File: src/rtl/if_pkg.sv
`default_nettype none
// ============================================================================
// Module  : if_pkg
// Purpose : Shared types and default constants for the instruction-fetch
//           prefetch stage (fetch FSM states, prefetch queue entry layout).
// Ports   : none (package)
// Rev     : 1.0  initial release
// ============================================================================
package if_pkg;

  localparam int unsigned C_ADDR_W  = 32;
  localparam int unsigned C_INSTR_W = 32;
  localparam int unsigned C_PC_STEP = 4;

  // One fetch in flight at most: either ready to issue or waiting for data.
  typedef enum logic [0:0] {
    IDLE = 1'b0,
    WAIT = 1'b1
  } fetch_state_e;

  // Queue entry at the default widths; the top re-declares the same layout
  // at its own parameterised widths.
  typedef struct packed {
    logic [C_ADDR_W-1:0]  pc_next;
    logic [C_INSTR_W-1:0] instr;
  } fetch_entry_t;

endpackage
`default_nettype wire

File: src/rtl/if_stage_prefetch_if.sv
`default_nettype none
// ============================================================================
// Module  : if_stage_prefetch_if
// Purpose : Instruction-memory request/response bus.
// Ports   : imem_req/imem_addr   request (master -> memory)
//           imem_ready           request accept (memory -> master)
//           imem_rvalid/rdata    one-cycle response (memory -> master)
// Rev     : 1.0  initial release
// ============================================================================
interface if_stage_prefetch_if
  import if_pkg::*;
#(
  parameter int unsigned ADDR_W  = C_ADDR_W,
  parameter int unsigned INSTR_W = C_INSTR_W
);
  logic               imem_req;
  logic [ADDR_W-1:0]  imem_addr;
  logic               imem_ready;
  logic               imem_rvalid;
  logic [INSTR_W-1:0] imem_rdata;

  modport master (
    output imem_req, imem_addr,
    input  imem_ready, imem_rvalid, imem_rdata
  );

  modport slave (
    input  imem_req, imem_addr,
    output imem_ready, imem_rvalid, imem_rdata
  );
endinterface
`default_nettype wire

File: src/rtl/if_fetch_queue.sv
`default_nettype none
// ============================================================================
// Module  : if_fetch_queue
// Purpose : DEPTH-entry synchronous FIFO with flush, push, pop and occupancy.
//           Head is read combinationally from storage.
// Ports   : clk, rst (async, active-high)
//           i_flush  empty the queue (wins over push/pop)
//           i_push / i_data   write one entry (caller guarantees not full)
//           i_pop            drop head (caller guarantees not empty)
//           o_head           current head entry
//           o_count          occupancy 0..DEPTH
// Rev     : 1.0  initial release
// ============================================================================
module if_fetch_queue
  import if_pkg::*;
#(
  parameter int unsigned DEPTH = 4,
  parameter type         entry_t = fetch_entry_t,
  localparam int unsigned PTR_W = $clog2(DEPTH),
  localparam int unsigned CNT_W = $clog2(DEPTH) + 1
) (
  input  logic             clk,
  input  logic             rst,
  input  logic             i_flush,
  input  logic             i_push,
  input  entry_t           i_data,
  input  logic             i_pop,
  output entry_t           o_head,
  output logic [CNT_W-1:0] o_count
);

  entry_t             r_mem [DEPTH];
  logic [PTR_W-1:0]   r_wr_ptr;
  logic [PTR_W-1:0]   r_rd_ptr;
  logic [CNT_W-1:0]   r_count;

  // DEPTH is a power of two, so pointers wrap by plain overflow.
  always_ff @(posedge clk or posedge rst) begin
    if (rst) begin
      r_wr_ptr <= '0;
      r_rd_ptr <= '0;
      r_count  <= '0;
      for (int i = 0; i < int'(DEPTH); i++) begin
        r_mem[i] <= '0;
      end
    end else if (i_flush) begin
      r_wr_ptr <= '0;
      r_rd_ptr <= '0;
      r_count  <= '0;
    end else begin
      if (i_push) begin
        r_mem[r_wr_ptr] <= i_data;
        r_wr_ptr        <= r_wr_ptr + 1'b1;
      end
      if (i_pop) begin
        r_rd_ptr <= r_rd_ptr + 1'b1;
      end
      case ({i_push, i_pop})
        2'b10:   r_count <= r_count + 1'b1;
        2'b01:   r_count <= r_count - 1'b1;
        default: r_count <= r_count;
      endcase
    end
  end

  assign o_head  = r_mem[r_rd_ptr];
  assign o_count = r_count;

endmodule
`default_nettype wire

File: src/rtl/if_stage_prefetch.sv
`default_nettype none
// ============================================================================
// Module  : if_stage_prefetch
// Purpose : Instruction-fetch stage. Issues one request at a time to a
//           variable-latency instruction memory, buffers returned words in a
//           DEPTH-entry prefetch queue and presents {PC+PC_STEP, instruction,
//           valid} to the IF/ID register. Handles freeze, branch redirect
//           and discarding of an in-flight response after a redirect.
// Ports   : clk, rst            clock / async active-high reset
//           freeze              decode stall, head is held
//           Branch_taken        redirect (highest priority, flushes queue)
//           BranchAddr          redirect target
//           imem                instruction-memory bus (master side)
//           PC, Instruction     head entry (last popped value when empty)
//           if_valid            head entry valid
//           perf_fetched/perf_flushed  saturating counters, only when the
//                               macro IF_PERF_CNT_EN is defined
// Rev     : 1.0  initial release
// ============================================================================
module if_stage_prefetch
  import if_pkg::*;
#(
  parameter int unsigned       ADDR_W   = C_ADDR_W,
  parameter int unsigned       INSTR_W  = C_INSTR_W,
  parameter int unsigned       DEPTH    = 4,
  parameter int unsigned       PC_STEP  = C_PC_STEP,
  parameter logic [ADDR_W-1:0] RESET_PC = '0
) (
  input  logic                clk,
  input  logic                rst,
  input  logic                freeze,
  input  logic                Branch_taken,
  input  logic [ADDR_W-1:0]   BranchAddr,
  if_stage_prefetch_if.master imem,
  output logic [ADDR_W-1:0]   PC,
  output logic [INSTR_W-1:0]  Instruction,
`ifdef IF_PERF_CNT_EN
  output logic [31:0]         perf_fetched,
  output logic [31:0]         perf_flushed,
`endif
  output logic                if_valid
);

  localparam int unsigned CNT_W = $clog2(DEPTH) + 1;

  typedef struct packed {
    logic [ADDR_W-1:0]  pc_next;
    logic [INSTR_W-1:0] instr;
  } entry_t;

  fetch_state_e       r_state;
  fetch_state_e       w_state_nxt;
  logic [ADDR_W-1:0]  r_fetch_pc;
  logic [ADDR_W-1:0]  w_fetch_pc_nxt;
  logic [ADDR_W-1:0]  r_req_addr;
  logic [ADDR_W-1:0]  w_req_addr_nxt;
  logic               r_discard;
  logic               w_discard_nxt;
  logic               w_req;
  logic               w_push;
  logic               w_pop;
  logic               w_outstanding;
  logic               w_has_room;
  logic [CNT_W-1:0]   w_count;
  logic [CNT_W:0]     w_occupancy;
  entry_t             w_head;
  entry_t             w_push_data;
  entry_t             r_last;

  assign w_outstanding = (r_state == WAIT);
  // Reserve a slot for the word in flight so a response can always land.
  assign w_occupancy   = {1'b0, w_count} + (CNT_W+1)'(w_outstanding);
  assign w_has_room    = (w_occupancy < (CNT_W+1)'(DEPTH));

  // --------------------------------------------------------------------------
  // Fetch FSM: state register
  // --------------------------------------------------------------------------
  always_ff @(posedge clk or posedge rst) begin
    if (rst) begin
      r_state    <= IDLE;
      r_fetch_pc <= RESET_PC;
      r_req_addr <= '0;
      r_discard  <= 1'b0;
    end else begin
      r_state    <= w_state_nxt;
      r_fetch_pc <= w_fetch_pc_nxt;
      r_req_addr <= w_req_addr_nxt;
      r_discard  <= w_discard_nxt;
    end
  end

  // --------------------------------------------------------------------------
  // Fetch FSM: next state and outputs
  // --------------------------------------------------------------------------
  always_comb begin
    w_state_nxt    = r_state;
    w_fetch_pc_nxt = r_fetch_pc;
    w_req_addr_nxt = r_req_addr;
    w_discard_nxt  = r_discard;
    w_req          = 1'b0;
    w_push         = 1'b0;

    unique case (r_state)
      IDLE: begin
        // Held with a stable address until accepted; only a redirect or
        // reset withdraws it.
        w_req = w_has_room && !Branch_taken && !rst;
        if (Branch_taken) begin
          w_fetch_pc_nxt = BranchAddr;
        end else if (w_req && imem.imem_ready) begin
          w_state_nxt    = WAIT;
          w_req_addr_nxt = r_fetch_pc;
          w_fetch_pc_nxt = r_fetch_pc + ADDR_W'(PC_STEP);
        end
      end
      WAIT: begin
        if (imem.imem_rvalid) begin
          w_state_nxt   = IDLE;
          // A word returning in the redirect cycle is stale as well.
          w_push        = !r_discard && !Branch_taken;
          w_discard_nxt = 1'b0;
        end else if (Branch_taken) begin
          w_discard_nxt = 1'b1;
        end
        if (Branch_taken) begin
          w_fetch_pc_nxt = BranchAddr;
        end
      end
      default: begin
        w_state_nxt = IDLE;
      end
    endcase
  end

  assign imem.imem_req  = w_req;
  assign imem.imem_addr = r_fetch_pc;

  // --------------------------------------------------------------------------
  // Prefetch queue
  // --------------------------------------------------------------------------
  assign w_push_data.pc_next = r_req_addr + ADDR_W'(PC_STEP);
  assign w_push_data.instr   = imem.imem_rdata;
  assign w_pop               = if_valid && !freeze && !Branch_taken;

  if_fetch_queue #(
    .DEPTH   (DEPTH),
    .entry_t (entry_t)
  ) u_queue (
    .clk     (clk),
    .rst     (rst),
    .i_flush (Branch_taken),
    .i_push  (w_push),
    .i_data  (w_push_data),
    .i_pop   (w_pop),
    .o_head  (w_head),
    .o_count (w_count)
  );

  // Keeps the outputs steady at the last consumed entry while the queue is
  // empty, so stale storage never shows through.
  always_ff @(posedge clk or posedge rst) begin
    if (rst) begin
      r_last <= '0;
    end else if (w_pop) begin
      r_last <= w_head;
    end
  end

  assign if_valid    = (w_count != '0);
  assign PC          = if_valid ? w_head.pc_next : r_last.pc_next;
  assign Instruction = if_valid ? w_head.instr   : r_last.instr;

`ifdef IF_PERF_CNT_EN
  // --------------------------------------------------------------------------
  // Saturating performance counters
  // --------------------------------------------------------------------------
  logic [31:0] r_perf_fetched;
  logic [31:0] r_perf_flushed;
  logic [32:0] w_fetched_sum;
  logic [32:0] w_flushed_sum;
  logic [32:0] w_flush_inc;

  // An in-flight word is counted once, when it is first marked for discard.
  assign w_flush_inc   = Branch_taken
                       ? (33'(w_count) + 33'(w_outstanding && !imem.imem_rvalid && !r_discard))
                       : 33'd0;
  assign w_fetched_sum = {1'b0, r_perf_fetched} + 33'(w_push);
  assign w_flushed_sum = {1'b0, r_perf_flushed} + w_flush_inc;

  always_ff @(posedge clk or posedge rst) begin
    if (rst) begin
      r_perf_fetched <= '0;
      r_perf_flushed <= '0;
    end else begin
      r_perf_fetched <= w_fetched_sum[32] ? '1 : w_fetched_sum[31:0];
      r_perf_flushed <= w_flushed_sum[32] ? '1 : w_flushed_sum[31:0];
    end
  end

  assign perf_fetched = r_perf_fetched;
  assign perf_flushed = r_perf_flushed;
`endif

endmodule
`default_nettype wire

File: src/flat_wrapper.sv
// flat-port wrapper written by rule: the top's interface ports become plain ports
module if_stage_prefetch_flat import if_pkg::*;
#(
  parameter int unsigned       ADDR_W   = C_ADDR_W,
  parameter int unsigned       INSTR_W  = C_INSTR_W,
  parameter int unsigned       DEPTH    = 4,
  parameter int unsigned       PC_STEP  = C_PC_STEP,
  parameter logic [ADDR_W-1:0] RESET_PC = '0
)
  (clk, rst, freeze, Branch_taken, BranchAddr, PC, Instruction, if_valid, imem_imem_req, imem_imem_addr, imem_imem_ready, imem_imem_rvalid, imem_imem_rdata);
  if_stage_prefetch_if #(.ADDR_W(ADDR_W), .INSTR_W(INSTR_W)) imem_i ();
  input  logic clk;
  input  logic rst;
  input  logic freeze;
  input  logic Branch_taken;
  input  logic [ADDR_W-1:0] BranchAddr;
  output logic [ADDR_W-1:0] PC;
  output logic [INSTR_W-1:0] Instruction;
  output logic if_valid;
  output wire logic [$bits(imem_i.imem_req)-1:0] imem_imem_req;
  output wire logic [$bits(imem_i.imem_addr)-1:0] imem_imem_addr;
  input wire logic [$bits(imem_i.imem_ready)-1:0] imem_imem_ready;
  input wire logic [$bits(imem_i.imem_rvalid)-1:0] imem_imem_rvalid;
  input wire logic [$bits(imem_i.imem_rdata)-1:0] imem_imem_rdata;
  assign imem_imem_req = imem_i.imem_req;
  assign imem_imem_addr = imem_i.imem_addr;
  assign imem_i.imem_ready = imem_imem_ready;
  assign imem_i.imem_rvalid = imem_imem_rvalid;
  assign imem_i.imem_rdata = imem_imem_rdata;
  if_stage_prefetch #(.ADDR_W(ADDR_W), .INSTR_W(INSTR_W), .DEPTH(DEPTH), .PC_STEP(PC_STEP), .RESET_PC(RESET_PC)) u_core (.clk(clk), .rst(rst), .freeze(freeze), .Branch_taken(Branch_taken), .BranchAddr(BranchAddr), .imem(imem_i), .PC(PC), .Instruction(Instruction), .if_valid(if_valid));
endmodule
File: config.mk
export PLATFORM = sky130hd
export DESIGN_NAME = if_stage_prefetch_flat
export DESIGN_NICKNAME = d
export VERILOG_FILES = /design/src/rtl/if_pkg.sv /design/src/rtl/if_stage_prefetch_if.sv /design/src/rtl/if_fetch_queue.sv /design/src/rtl/if_stage_prefetch.sv /design/src/flat_wrapper.sv
export SDC_FILE = /design/constraint.sdc
export NUM_CORES = 1
export LEC_CHECK = 0
export ABC_AREA = 1
export CORE_UTILIZATION = 45
export CTS_CLUSTER_DIAMETER = 200
export DETAILED_ROUTE_END_ITERATION = 8
export DONT_BUFFER_PORTS = 1
export PLACE_DENSITY = 0.71
export RECOVER_POWER = 100
export SLEW_MARGIN = 20
export SYNTH_ARGS = -nofsm -noshare
export SYNTH_HDL_FRONTEND = slang
export SYNTH_SLANG_ARGS = --single-unit
File: constraint.sdc
create_clock -name clk -period 39.8 [get_ports clk]
set_input_delay 7.96 -clock clk [delete_from_list [all_inputs] [get_ports clk]]
set_output_delay 7.96 -clock clk [all_outputs]
set_load 0.005 [all_outputs]
### Yosys cells after proc, flatten, opt, wreduce, memory -nomap -nowiden

Cells that the tools add are included.
W data, S select, Z words.

* register bits after elaboration: 393
* output and inout port bits: 98
* bits in read-only memories: 0
* bits in writable memories: 0
* memories: 0
* latch bits: 0
* logic and storage cells: 83

* multiplexer cells: 27
* multiply operators: 0
* bitwise operators: 4
* order comparisons: 4
* reductions and logical operators: 20
* divide/modulo/power cells: 0
* equal/unequal tests: 4
* add/sub/neg operators: 7
* shift operators: 0

Operator list (number)
* $bwmux W256: 1
* $mux W64: 3
* $mux W32: 5
* $bmux W64 S2: 1
* $demux W64 S2: 1
* $add A32 B3 Y32 const B: 2
* $pmux W32 S2: 1
* $mux W1: 8
* $mux W2: 4
* $logic_and A1 B1 Y1: 7
* $ge A3 B3 Y1 const B: 2
* $not A2 Y3: 2
* $pmux W3 S2: 1
* $reduce_and A2 Y1: 3
* $reduce_bool A2 Y1: 3
* $reduce_bool A3 Y1: 2
* $add A2 B1 Y2 const B: 2
* $add A3 B1 Y4: 1
* $logic_not A1 Y1: 4
* $lt A4 B3 Y1 const B: 1
* $add A3 B1 Y3 const B: 1
* $lt A3 B1 Y1 const B: 1
* $mux W3: 1
* $ne A3 B2 Y1 const B: 1
* other kinds (7): 8

### Logic depth before layout (Yosys ltp)

Gate-level depths: netlist (run 1).

* word-level depth: 8
* gate-level depth with buffers: 13

### Cells and area by module

Synthesis (run 1) repeated with hierarchy kept, for this count alone.

* cell total of the unflattened synthesis: 2394
* area, all modules: 18816.8 um^2

Modules (own cells, without submodules)
* if_fetch_queue: instances 1, cells an instance 1307, sequential area each 6581.3 um^2, area each 11260.8 um^2
* if_stage_prefetch: instances 1, cells an instance 1087, sequential area each 3253.1 um^2, area each 7556.0 um^2

### Worst setup path after synthesis (run 1)

OpenSTA, ideal clock, no wires.

* path type: input port to output port
* from: input Branch_taken
* to: output imem_imem_req
* cell stages on the path: 5
* data arrival time: 8.662 ns
* data required time: 31.840 ns
* path slack: 23.178 ns
* cells stage by stage: buf_6 > nor2_4 > inv_1 > clkbuf_1 > nor3_1

* longest elaborated chain between the ends: 4

RTL lines
* start, declared: RTL line flat_wrapper.sv:15 `input logic Branch_taken;`
* $logic_not A1 Y1: RTL line if_stage_prefetch.sv:107 `w_req = w_has_room && !Branch_taken && !rst;`
* $logic_and A1 B1 Y1 (2 in series): RTL line if_stage_prefetch.sv:107
* $mux W1: RTL line if_stage_prefetch.sv:103 `unique case (r_state)`
* end, declared: RTL line flat_wrapper.sv:20 `output wire logic [$bits(imem_i.imem_req)-1:0] imem_imem_req;`

No other way between the ends.

### Final worst setup path (run 1)

Same ends and word-level chain as after synthesis.

==> impl_results.md, run 1 <==
- Status: finished with violations
- Failing checks: capacitance limit, slew limit
- Hpwl dp: 31.7 mm
- Slowest cell on the critical path: nor2_1
- Synth-to-Final Area Change: 6.86%
- Unique masters post-synth: 35
- MaxCap Viol Count: 21
- DR WL/cell: 16.9 µm
- CP arrival: 11.76 ns
- ANT nets after route: 0
- Endpoint type of the worst setup path: output port
- Slew Limit Headroom: -201%
- Largest net degree at the start of global routing: 113
- Sequential area share after synthesis: 50.9%
- DR pass1 iterations: 5
- Total die area: 0.0437 mm²
- Power Total: 1370 µW
- Startpoint types: primary input
- Worst Hold Depth: 2
- Post-CTS Setup Bufs: 0
- Pleak: 0.0105 µW
- Minimum clock period after layout: 19.72 ns
- Setup TNS: 0 ns
- Die height: 209 µm
- GP Congestion: 0.891
- Clk root buf: clkbuf_16
- Cell depth of the worst flop-to-flop path: 7
- Max Transition Viols Final: 1194
- Vias in the first global route: 15800
- Critical path peak fanout: 48
- Final Skew: 0.0299 ns
- Buffers added on ports: 0
- Clock latency on the worst-skew pair: 0.58 ns
- Synth top area cells: dfrtp_1 (51%), nand2_1 (22%), o21ai_0 (8.5%), nor2_1 (4.9%), inv_1 (2.6%)
- Post-synth net total: 2662
- Final #Nets: 2583
- R2R Path End: u_core.r_last[0]
- Final Cell Area: 0.0206 mm²
- CTS buffer count: 43
- GRT Util Overall: 24.0%
- Initial core utilization: 45.8%
- Slew @ Worst Pin: 4.51 ns
- Tcrit/Tclk final: 49.5%
- Synth top area share: 50.9%
- DRT iter0 DRCs: 1459
- Post-Synthesis Cells: 2585
- Synth Register Bits: 393
- Clock sinks: 393
- Final WL: 52.1 mm
- Overflow after GRT: 0
- Via/cell ratio: 5.41
- Reg2reg setup slack: 30.18 ns
- Pwr Density: 66.3 mW/mm²
- CTS tree: yes
- Critical path's largest stage delay: 2.19 ns
- Initial antenna violation count: 1
- Area of the core: 0.0421 mm²
- Clock Path Buffers: 3
- Max VDD drop: 36.8 µV
- Routed via count: 16600
- Final-report hold violation count: 0
- Data required, critical path: 31.84 ns
- Std-Cell Rows: 75
- Setup Crit Path Kind: primary input to output port
- Synthesized area per cell: 7.47 µm²
- Layout cells sized above 1: 3.20%
- Post-synth top area cell: dfrtp_1
- Synth Cell Area: 0.0193 mm²
- Antenna Cells: 0
- Num ports: 168
- HP Start: u_core.u_queue.r_mem[133]
- First-pass GRT wire length: 84.1 mm
- Max frequency: 50.7 MHz
- Syn. warnings: 0
- Final setup viols: 0
- DRC: 0
- Die X-Extent: 209 µm
- Placed inst area: 0.0194 mm²
- Worst-path clk slew: 0.06 ns
- Unrepaired setup endpoints after global routing: no
- Worst r2r src: u_core.u_queue.o_count[2]
- # resized after CTS: 0
- Hold Crit Class: flop to flop
- Worst Hold End: u_core.u_queue.r_mem[133]
- H-tree depth: 2
- Crit-path cells: nor2_1 > inv_1 > nor3_1
- Hold_buf cts: 0
-- cells in the final DEF, fill, tap and decap left out, types with 6 or more instances in the layout --
cell | Yosys | routed
a21oi_1 | 7 | 7
clkbuf_1 | 60 | 25
clkbuf_16 | 0 | 43
clkbuf_8 | 0 | 9
dfrtp_1 | 393 | 392
ha_1 | 6 | 6
inv_1 | 135 | 138
nand2_1 | 1115 | 1119
nand3_1 | 47 | 49
nand3b_1 | 12 | 12
nor2_1 | 251 | 254
o21ai_0 | 328 | 352
o22ai_1 | 65 | 65
xor2_1 | 12 | 12
-- worst max-delay path, delay by kind of cell --
family        cells  cell delay [ns]
buf+inv           1             1.14
simple gates      2             2.64
-- stage by stage --
| stage | worst slack, ns | hold slack (ns) | utilization (%) | std cells |
|---|---|---|---|---|
| 6_report | 20.08 | 0.472 | 49.0 | 3072 |
| 5_1_grt | 19.76 | 0.490 | 49.0 | 3072 |
| 4_1_cts | 22.13 | 0.475 | 49.3 | 3072 |
| 3_5_place_dp | 22.12 | 0.460 | 46.0 | 3000 |
| 3_3_place_gp | 22.16 | 0.456 | 46.0 | 3000 |
| 2_1_floorplan | 20.91 | 0.444 | - | 2585 |
-- synth_stat cells (all sizes together) --
cell    instances
buf            80
o22ai          65
ha              6
nand3          49
xnor2           5
xor2           12
nor3            4
a21o            1
a22oi           3
dfrtp         393
inv           143
nand4           1
clkbuf         62
fa              1
a31oi           1
and2            1
o21ai         356
mux2            2
nand2        1122
a21oi           7
nand3b         12
nor2          259
-- cell families after synthesis --
family / count (synthesis) / synth area share, %
xor+xnor: 17 / 0.771
fa+ha+maj: 7 / 0.492
mux: 2 / 0.117
simple gates: 1448 / 29.3
buf+inv: 285 / 6.72
flops: 393 / 50.9
compound gates: 433 / 11.7
-- per-layer routing --
layer,GRT usage [%],share of wire (%),vias to the layer above,routed length [µm]
met5,0,0.019,-,10
met3,5.35,7.7,64,4010
met1,32.0,43,7980,22600
met2,39.3,47,599,24500
met4,6.52,2.0,2,1030
li1,-,-,7982,-
-- state kept, by name, summed over array words and instances, names as in the netlist --
register and flops:
u_core.u_queue.r_wr_ptr 2, u_core.r_discard 1, u_core.r_state 1, u_core.r_last 64, u_core.r_req_addr 32, u_core.imem.imem_addr 32, u_core.u_queue.o_count 3, u_core.u_queue.r_rd_ptr 2
u_core.u_queue.r_mem 256
-- worst max-delay path by stage --
| stage | from | end | slack, ns | cells after the start |
|---|---|---|---|---|
| final | Branch_taken | imem_imem_req | 20.08 | 3 |
| after global routing | Branch_taken | imem_imem_req | 19.76 | 3 |
| after CTS | Branch_taken | imem_imem_req | 22.13 | 3 |
| after detailed placement | Branch_taken | imem_imem_req | 22.12 | 3 |
| after global placement | Branch_taken | imem_imem_req | 22.16 | 3 |
| after floorplan | rst | u_core.imem.imem_addr[0] | 20.91 | 1 |
-- area by class of cell --
class,instances,area (µm²)
Clock buffer,63,1240
Clock inverter,9,146
Fill cell,4071,21500
Inverter,143,541
Multi-Input combinational cell,1907,8110
Sequential cell,393,9840
Tap cell,539,674
Timing Repair Buffer,18,82.6
-- power by group --
group / switching (µW) / internal, µW
clock network: 161 / 235
logic: 279 / 126
registers: 72.6 / 495
total: 513 / 856
No activity file was read; power rests on OpenSTA's default activity.
==> run 2, diff against run 1 <==
clock period = 18.6 ns   (was 39.8 ns; I/O delays follow)
==> run 2 against run 1 <==
Effect of this change: the flow still finishes with violations (capacitance limit, slew limit); global-route usage rose by 0.22 points; clock-buffer cell count rose by 3; sequential power rose by 120%; via count rose by 0.23%; total power rose by 120%; sequential share of layout area fell by 0.26 points; largest cell class unchanged; setup slack got worse by 13 ns; routed wire length rose by 0.76%; non-clock buffer count fell by 1.
==> impl_results.md, run 2 (synthesis gave the netlist of run 1 again) <==
- Pleak: 0.0105 µW (about the same)
- Overflow after GRT: 0 (unchanged)
- Most flops, register: u_core.u_queue.r_mem (unchanged)
- Hold Crit Class: flop to flop (unchanged)
- Final Skew: 0.0220 ns (was 0.0299 ns)
- Slew Limit Headroom: -250% (was -201%)
- Die height: 209 µm (unchanged)
- Critical path peak fanout: 99 (was 48)
- Via/cell ratio: 5.41 (about the same)
- Dpl ws: 9.45 ns (was 22.12 ns)
- Critical path's largest stage delay: 3.31 ns (was 2.19 ns)
- Buffers added on ports: 0 (unchanged)
- Worst path depth: 6 (was 3)
- Commonest non-fill, non-tap cell in the layout: nand2_1 (unchanged)
- Std-Cell Rows: 75 (unchanged)
- Post-CTS Setup Bufs: 0 (unchanged)
- # resized after CTS: 0 (unchanged)
- Pwr Density: 143 mW/mm² (was 66.3 mW/mm²)
- # fillers: 4081 (was 4071)
- Clock sinks: 393 (unchanged)
- R2R Path End: u_core.r_last[58] (was u_core.r_last[0])
- Hold slack: 0.474 ns (was 0.472 ns)
- Die X-Extent: 209 µm (unchanged)
- Clock Path Buffers: 3 (unchanged)
- Cell depth of the worst flop-to-flop path: 7 (unchanged)
- Final-report hold violation count: 0 (unchanged)
- Final WL: 52.5 mm (was 52.1 mm)
- MaxCap Viol Count: 16 (was 21)
- Critical Path Start: u_core.u_queue.r_rd_ptr[0] (was Branch_taken)
- First-pass GRT wire length: 84.8 mm (was 84.1 mm)
- Routed via count: 16700 (was 16600)
- ANT nets after route: 0 (unchanged)
- Largest register FFs: 256 (unchanged)
- Hold_buf cts: 0 (unchanged)
- Worst path bufs/invs: 2 (was 1)
- Setup TNS: 0 ns (unchanged)
- Tcrit/Tclk final: 59.4%
- GP Congestion: 0.916 (was 0.891)
- End of the critical path: PC[13] (was imem_imem_req)
- Initial antenna violation count: 0 (was 1)
- Final setup viols: 0 (unchanged)
- Unrepaired setup endpoints after global routing: no (unchanged)
- Endpoint type of the worst setup path: output port (unchanged)
- Cell mode on critical path: o21ai_0
- Layout cells sized above 1: 3.78% (was 3.20%)
- Num ports: 168 (unchanged)
- Initial core utilization: 45.8% (unchanged)
- CTS tree: yes (unchanged)
- CTS buffer count: 44 (was 43)
- Max VDD drop: 74.1 µV (was 36.8 µV)
- Antenna Cells: 0 (unchanged)
- DR WL/cell: 17.0 µm (was 16.9 µm)
- Status: finished with violations (unchanged)
- Startpoint types: flop (was primary input)
- DRC: 0 (unchanged)
- DRT iter0 DRCs: 1632 (was 1459)
- Vias in the first global route: 16000 (was 15800)
- Max frequency: 90.6 MHz
- GRT Util Overall: 24.2% (was 24.0%)
- Delay-heaviest family, CP: buffers and inverters (was simple AND/OR/NAND/NOR gates)
- Failing checks: capacitance limit, slew limit (unchanged)
- Largest registers: u_core.u_queue.r_mem x256, u_core.r_last x64 (unchanged)
- Clock latency on the worst-skew pair: 0.59 ns (was 0.58 ns)
- Hpwl dp: 31.6 mm (was 31.7 mm)
- Clk root buf: clkbuf_16 (unchanged)
- Data required, critical path: 14.88 ns (was 31.84 ns)
- Most frequent cells in the layout: nand2_1 (1120), dfrtp_1 (392), o21ai_0 (353) (was nand2_1 (1119), dfrtp_1 (392), o21ai_0 (352))
- Minimum clock period after layout: 11.04 ns
- Slowest cell on the critical path: clkbuf_1 (was nor2_1)
- H-tree depth: 2 (unchanged)
- Total die area: 0.0437 mm² (unchanged)
- Final WS setup: 7.56 ns (was 20.08 ns)
- Largest net degree at the start of global routing: 200 (was 113)
- DR pass1 iterations: 5 (unchanged)
- Worst r2r src: u_core.u_queue.o_count[2] (unchanged)
- Worst-path clk slew: 0.06 ns (about the same)
- Reg2reg setup slack: 8.97 ns (was 30.18 ns)
- Crit-path cells: clkinvlp_2 > clkbuf_1 > o21ai_0 > o22ai_1 > nand2_1 > o21ai_0 (was nor2_1 > inv_1 > nor3_1)
- Max Transition Viols Final: 1032 (was 1194)
- CP arrival: 7.32 ns (was 11.76 ns)
- Area of the core: 0.0421 mm² (unchanged)
- Synth-to-Final Area Change: 7.45% (was 6.86%)
- Setup Crit Path Kind: flop to output port (was primary input to output port)
- Slew @ Worst Pin: 5.22 ns (was 4.51 ns)
- Final #Nets: 2583 (unchanged)
-- run 2: worst min path at each step --
stage | startpoint | endpoint | slack (ns) | depth (start not counted)
after global placement | u_core.u_queue.r_mem[80] | u_core.u_queue.r_mem[80] | 0.46 | 2
after detailed placement | u_core.u_queue.r_mem[119] | u_core.u_queue.r_mem[119] | 0.46 | 2
after floorplan | u_core.u_queue.r_mem[64] | u_core.u_queue.r_mem[64] | 0.44 | 2
after CTS | u_core.u_queue.r_mem[181] | u_core.u_queue.r_mem[181] | 0.48 | 2
after global routing | u_core.u_queue.r_mem[163] | u_core.u_queue.r_mem[163] | 0.49 | 2
final | u_core.u_queue.r_mem[132] | u_core.u_queue.r_mem[132] | 0.47 | 2
-- run 2: power by group --
| group | total, µW | internal, µW | switching [µW] | leakage (µW) |
|---|---|---|---|---|
| combinational | 868 | 274 | 594 | 0.00458 |
| clock | 878 | 513 | 365 | 0.000739 |
| sequential | 1220 | 1060 | 158 | 0.00522 |
-- run 2: tightest hold or removal path: cells and delay by family, from the launching register on --
| kind | cells | cell delay [ns] |
|---|---|---|
| simple gates | 2 | 0.10 |
| flops | 1 | 0.34 |
-- run 2: routing by layer --
layer	up-vias	GRT usage, %	wire (µm)
li1	7977	-	-
met1	8004	31.7	22500
met2	591	40.2	24800
met3	93	4.96	3830
met4	0	7.63	1340
met5	-	0	0
-- run 2: layout make-up --
type / count / area (µm²) / share of cell area (%)
Timing Repair Buffer: 17 / 123 / 0.591
Clock inverter: 15 / 134 / 0.645
Multi-Input combinational cell: 1907 / 8110 / 39.1
Clock buffer: 66 / 1340 / 6.43
Sequential cell: 393 / 9840 / 47.4
Inverter: 143 / 541 / 2.61
Tap cell: 539 / 674 / 3.25
-- run 2: per-stage QoR --
stage                     cell area (µm²)  cells  util (%)  power [µW]
after global placement              19400   2997      46.0        2060
after CTS                           20800   3078      49.5        2980
after detailed placement            19400   2997      46.0        2090
final                               20700   3080      49.2        2960
after global routing                20700   3080      49.2        3160
after floorplan                     19300   2585         -        1840
